## src/rtl/xs3_2_bcd_seq_pkg.sv

```systemverilog
// Shared constants and FSM state type for the XS3 to BCD decoder.
// Imported by xs3_digit_dec and xs3_2_bcd_seq.
package xs3_pkg;

  localparam logic [3:0] XS3_OFFSET  = 4'd3;
  localparam logic [3:0] XS3_MIN     = 4'd3;
  localparam logic [3:0] XS3_MAX     = 4'd12;
  localparam logic [3:0] BCD_INVALID = 4'hF;

  typedef enum logic [1:0] {
    IDLE = 2'd0,
    CONV = 2'd1,
    HOLD = 2'd2
  } state_t;

endpackage

```

## src/rtl/xs3_2_bcd_seq_digit_dec.sv

```systemverilog
// Combinational single-digit XS3 to BCD decode.
// Ports: xs3 (4b code in), bcd (4b digit out, F if invalid), err (invalid code).
module xs3_digit_dec
  import xs3_pkg::*;
(
  input  logic [3:0] xs3,
  output logic [3:0] bcd,
  output logic       err
);

  always_comb begin
    err = (xs3 < XS3_MIN) || (xs3 > XS3_MAX);
    bcd = err ? BCD_INVALID : xs3 - XS3_OFFSET;
  end

endmodule

```

## src/rtl/xs3_2_bcd_seq.sv

```systemverilog
// Digit-serial XS3 to BCD decoder, MSB digit first, valid/ready in and out.
// Ports: clk, rst_n (sync, active-low), in_valid/in_ready/in_xs3,
// out_valid/out_ready/out_bcd/out_err/out_err_mask, out_bin (XS3_BIN_EN only).
module xs3_2_bcd_seq
  import xs3_pkg::*;
#(
  parameter int NDIG  = 4,
  parameter int BIN_W = 14
) (
  input  logic              clk,
  input  logic              rst_n,
  input  logic              in_valid,
  output logic              in_ready,
  input  logic [4*NDIG-1:0] in_xs3,
  output logic              out_valid,
  input  logic              out_ready,
  output logic [4*NDIG-1:0] out_bcd,
  output logic              out_err,
  output logic [NDIG-1:0]   out_err_mask
`ifdef XS3_BIN_EN
  ,
  output logic [BIN_W-1:0]  out_bin
`endif
);

  localparam int CW = (NDIG > 1) ? $clog2(NDIG) : 1;

  if (NDIG < 1 || NDIG > 8 || BIN_W < 1) begin : g_bad_cfg
    $error("xs3_2_bcd_seq: illegal NDIG/BIN_W");
  end

  state_t state, state_nxt;

  logic [4*NDIG-1:0] xs3_q;
  logic [CW-1:0]     cnt;
  logic [3:0]        dig_xs3;
  logic [3:0]        dig_bcd;
  logic              dig_err;

  // Counter-indexed digit mux feeding the single decoder.
  always_comb begin
    dig_xs3 = '0;
    for (int i = 0; i < NDIG; i++) begin
      if (cnt == CW'(i)) dig_xs3 = xs3_q[4*i +: 4];
    end
  end

  xs3_digit_dec u_dec (
    .xs3 (dig_xs3),
    .bcd (dig_bcd),
    .err (dig_err)
  );

  always_ff @(posedge clk) begin
    if (!rst_n) state <= IDLE;
    else        state <= state_nxt;
  end

  always_comb begin
    state_nxt = state;
    in_ready  = 1'b0;
    out_valid = 1'b0;
    unique case (state)
      IDLE: begin
        in_ready = 1'b1;
        if (in_valid) state_nxt = CONV;
      end
      CONV: begin
        if (cnt == '0) state_nxt = HOLD;
      end
      HOLD: begin
        out_valid = 1'b1;
        if (out_ready) state_nxt = IDLE;
      end
      default: state_nxt = IDLE;
    endcase
  end

  always_ff @(posedge clk) begin
    if (!rst_n) begin
      xs3_q        <= '0;
      cnt          <= '0;
      out_bcd      <= '0;
      out_err_mask <= '0;
    end else begin
      unique case (state)
        IDLE: begin
          if (in_valid) begin
            xs3_q        <= in_xs3;
            cnt          <= CW'(NDIG - 1);
            out_bcd      <= '0;
            out_err_mask <= '0;
          end
        end
        CONV: begin
          for (int i = 0; i < NDIG; i++) begin
            if (cnt == CW'(i)) begin
              out_bcd[4*i +: 4] <= dig_bcd;
              out_err_mask[i]   <= dig_err;
            end
          end
          if (cnt != '0) cnt <= cnt - 1'b1;
        end
        default: ;
      endcase
    end
  end

  assign out_err = |out_err_mask;

`ifdef XS3_BIN_EN
  // Horner accumulation, MSB digit first; invalid digits add zero.
  always_ff @(posedge clk) begin
    if (!rst_n) begin
      out_bin <= '0;
    end else if (state == IDLE && in_valid) begin
      out_bin <= '0;
    end else if (state == CONV) begin
      out_bin <= out_bin * BIN_W'(10)
               + BIN_W'(dig_err ? 4'd0 : dig_bcd);
    end
  end
`endif

endmodule
```

## config.mk

```make
export PLATFORM = sky130hd
export DESIGN_NAME = xs3_2_bcd_seq
export DESIGN_NICKNAME = d
export VERILOG_FILES = /design/src/rtl/xs3_2_bcd_seq_pkg.sv /design/src/rtl/xs3_2_bcd_seq_digit_dec.sv /design/src/rtl/xs3_2_bcd_seq.sv
export SDC_FILE = /design/constraint.sdc
export NUM_CORES = 1
export LEC_CHECK = 0
export ABC_AREA = 0
export CAP_MARGIN = 20
export CORE_UTILIZATION = 40
export CTS_BUF_LIST = sky130_fd_sc_hd__clkbuf_2
export DETAILED_ROUTE_END_ITERATION = 7
export GPL_TIMING_DRIVEN = 0
export PLACE_DENSITY = 0.69
export SETUP_SLACK_MARGIN = 0.1
export SKIP_CTS_REPAIR_TIMING = 1
export SKIP_LAST_GASP = 1
export SLEW_MARGIN = 20
export SYNTH_ARGS = -nofsm -noshare
export SYNTH_HDL_FRONTEND = slang
export SYNTH_SLANG_ARGS = --single-unit
```

## constraint.sdc

```tcl
create_clock -name clk -period 3.95 [get_ports clk]
set_clock_uncertainty 0.1 [all_clocks]
set_input_delay 0.9875 -clock clk [delete_from_list [all_inputs] [get_ports clk]]
set_output_delay 0.9875 -clock clk [all_outputs]
set_load 0.02 [all_outputs]
```

==> flow_summary.ini <==
[drt]
vias = 1638
antenna_left = 0
drt-pass1-iter-count = 4
drt_wl_total_um = 4019
drtIter0Drc = 60
viasPerCell = 5.167
route.detailed.drc = 0
post_drt_wl_per_cell_um = 12.68

[worst_setup_path]
critPathCaptureType = output pin
worstPathRequired_ps = 2860
crit_arrival_ps = 1850
cp_slowest_stage_delay_ps = 620
critPathKind = reg -> out
critPathMaxFanout = 9
crit_buf_inv = 2
worstSetupStartpointType = flop
critical-path-top-delay-family = buffers and inverters
cpMaxStageDelayCell = clkdlybuf4s50_1
path_cells = clkbuf_1 > nor2b_1 > clkdlybuf4s50_1

[job]
drv_cap = 0

[final_layout]
nFillCells = 446
final_cell_mix = 57 x nand2_1, 41 x clkdlybuf4s50_1, 40 x dfxtp_1
multi_input_area_um2 = 928.4
fin_nets = 290
final_common_cell = nand2_1
drive_gt1_share_pct = 8.679
regArea_um2 = 800.8
area_growth_pct = 28.27
num_antenna_cells = 0
fin_util_pct = 53.48

[yosys]
syn_avg_cell_area_um2 = 8.463
syn_nets = 242
synthCells = 216
synth.distinct_cells = 34
synth-seq-area-share_pct = 43.81
syn_area_um2 = 1828
synth-seq-cells = 40
yosys_warnings = 0

[timing]
maxSlewViolCount = 0
fmax_mhz = 340.6
finalCriticalPeriod_ps = 2936
min_period_over_period_pct = 74.34
setup_viol = 0
worstMarginPinSlew_ps = 738.7
setup_tns_ps = 0
rsz0062_at_grt = false
relSlewSlack_pct = 50.75
hold_violations = 0

[die]
dieArea_um2 = 4844
std_cell_rows = 24
start_util_pct = 41.70
io_pins = 43
die_h_um = 69.60
fp.dieW_um = 69.60
core_um2 = 4384

[grt]
grt_pass1_wl_um = 6520
grt_max_degree = 13
antenna_found_initial = 0
grt-ovfl-total = 0
grt_usage_pct = 17.00
grt_pass1_vias = 1389

[clocking]
cts_made_buffers = 5
insertion_delay_ps = 390
cts.sink_count = 40
root_buffer = clkbuf_2
cts_tree = done
clk_transition_reported_paths_ps = 190
htreeDepth = 2
clk_path_buf_depth = 2

[place]
portBuffers = 41
gp_congestion = 0.7965
dpl.hpwl_um = 2946

[pwr]
powerDensity_nw_per_um2 = 402.4
p_total_w = 0.0009436
p_seq_share_pct = 48.2
combPwrFrac_pct = 33.1
p_leak_nw = 0.8331
clkPwrFrac_pct = 18.7
peakVddDrop_v = 0.0001884
power_switching_w = 0.0003264
p_int_w = 0.0006172
p_sw_share_pct = 34.59

[hold_path]
hp-class = reg -> reg

[run_status]
status = finished, final reports clean
## area by class of cell
class,count,area share (%)
Multi-Input combinational cell,154,39.59
Sequential cell,40,34.15
Timing Repair Buffer,41,17.50
Tap cell,52,2.775
Buffer,12,2.615
Inverter,10,1.601
Clock buffer,6,1.281
Clock inverter,2,0.4803
## Yosys cell counts
library cell | instances | area [µm²]
a31oi_1 | 1 | 6.260
a22oi_1 | 1 | 7.510
inv_1 | 9 | 33.78
a221oi_4 | 1 | 26.28
nand2_1 | 57 | 214.0
o21ai_0 | 4 | 20.02
o211ai_2 | 1 | 12.51
nand3b_1 | 5 | 37.54
a211oi_2 | 2 | 25.02
and3b_1 | 1 | 8.760
ha_1 | 6 | 75.07
o31ai_2 | 1 | 12.51
o21ai_2 | 1 | 8.760
nand3_1 | 4 | 20.02
a211oi_1 | 4 | 30.03
nor3b_2 | 1 | 12.51
o22ai_1 | 16 | 100.1
a21oi_1 | 21 | 105.1
nor3b_1 | 3 | 22.52
or3_4 | 1 | 11.26
or4_1 | 1 | 7.510
nor2_1 | 6 | 22.52
clkbuf_1 | 9 | 33.78
nor3_1 | 2 | 10.01
nor2b_1 | 3 | 18.77
a311oi_1 | 4 | 35.03
buf_2 | 1 | 5.000
nand2b_1 | 2 | 12.51
dfxtp_1 | 40 | 800.8
a221o_1 | 1 | 10.01
inv_2 | 1 | 3.750
a221oi_2 | 3 | 45.04
buf_6 | 2 | 22.52
and3_4 | 1 | 11.26
## power by group through the flow
stage               combinational, W  sequential (W)  clock (W)
floorplan                   0.000192        0.000479          0
global placement            0.000308        0.000462          0
detailed placement          0.000313        0.000463          0
CTS                         0.000313        0.000455   0.000180
global route                0.000341        0.000459   0.000198
finish                      0.000313        0.000455   0.000176
## cells by family (layout without fill, tap and decap cells)
logic type	Yosys count	in the layout	synth area share, %
compound gates	61	61	24.30
buf+inv	22	71	5.406
flops	40	40	43.81
fa+ha+maj	6	6	4.107
simple gates	87	87	22.38
## layer usage
metal	wire [µm]	GRT usage (%)	vias up
met5	0	0	-
met4	46	5.442	0
met3	165	3.488	7
met2	1913	26.97	39
met1	1894	23.08	736
li1	-	-	856
## state kept, by name, indices dropped and copies added, names as in the netlist
register,flops
cnt,2
out_bcd,16
out_err_mask,4
state,2
xs3_q,16
## per-stage QoR
step	setup WS, ps	hold WS [ps]	cells	cell area [µm²]
floorplan	1672	336.3	216	1828
global placement	1112	345.2	309	2303
detailed placement	1070	348.5	309	2303
CTS	983.3	369.6	317	2345
global route	848.4	384.9	317	2345
finish	1014	370.4	317	2345
## worst reg2reg max path, stage by stage (launching register included)
cell	delay (ps)
dfxtp_1	420
inv_1	80
ha_1	290
nand3b_1	220
a221oi_2	360
inv_1	120
ha_1	230
nand3b_1	260
and3_4	280
o22ai_1	150
## final timing paths
kind                                              from                      end  slack, ps  depth (start not counted)
worst max-delay path             state[1]$_SDFFE_PN0P_                out_valid       1010                          3
worst min-delay path            xs3_q[15]$_SDFFE_PN0P_   xs3_q[15]$_SDFFE_PN0P_        370                          2
worst min register to register  xs3_q[15]$_SDFFE_PN0P_   xs3_q[15]$_SDFFE_PN0P_        370                          2
worst max register to register     cnt[1]$_SDFFE_PN0P_  out_bcd[8]$_SDFFE_PN0P_       1380                          9
No activity file was read; power rests on OpenSTA's default activity.
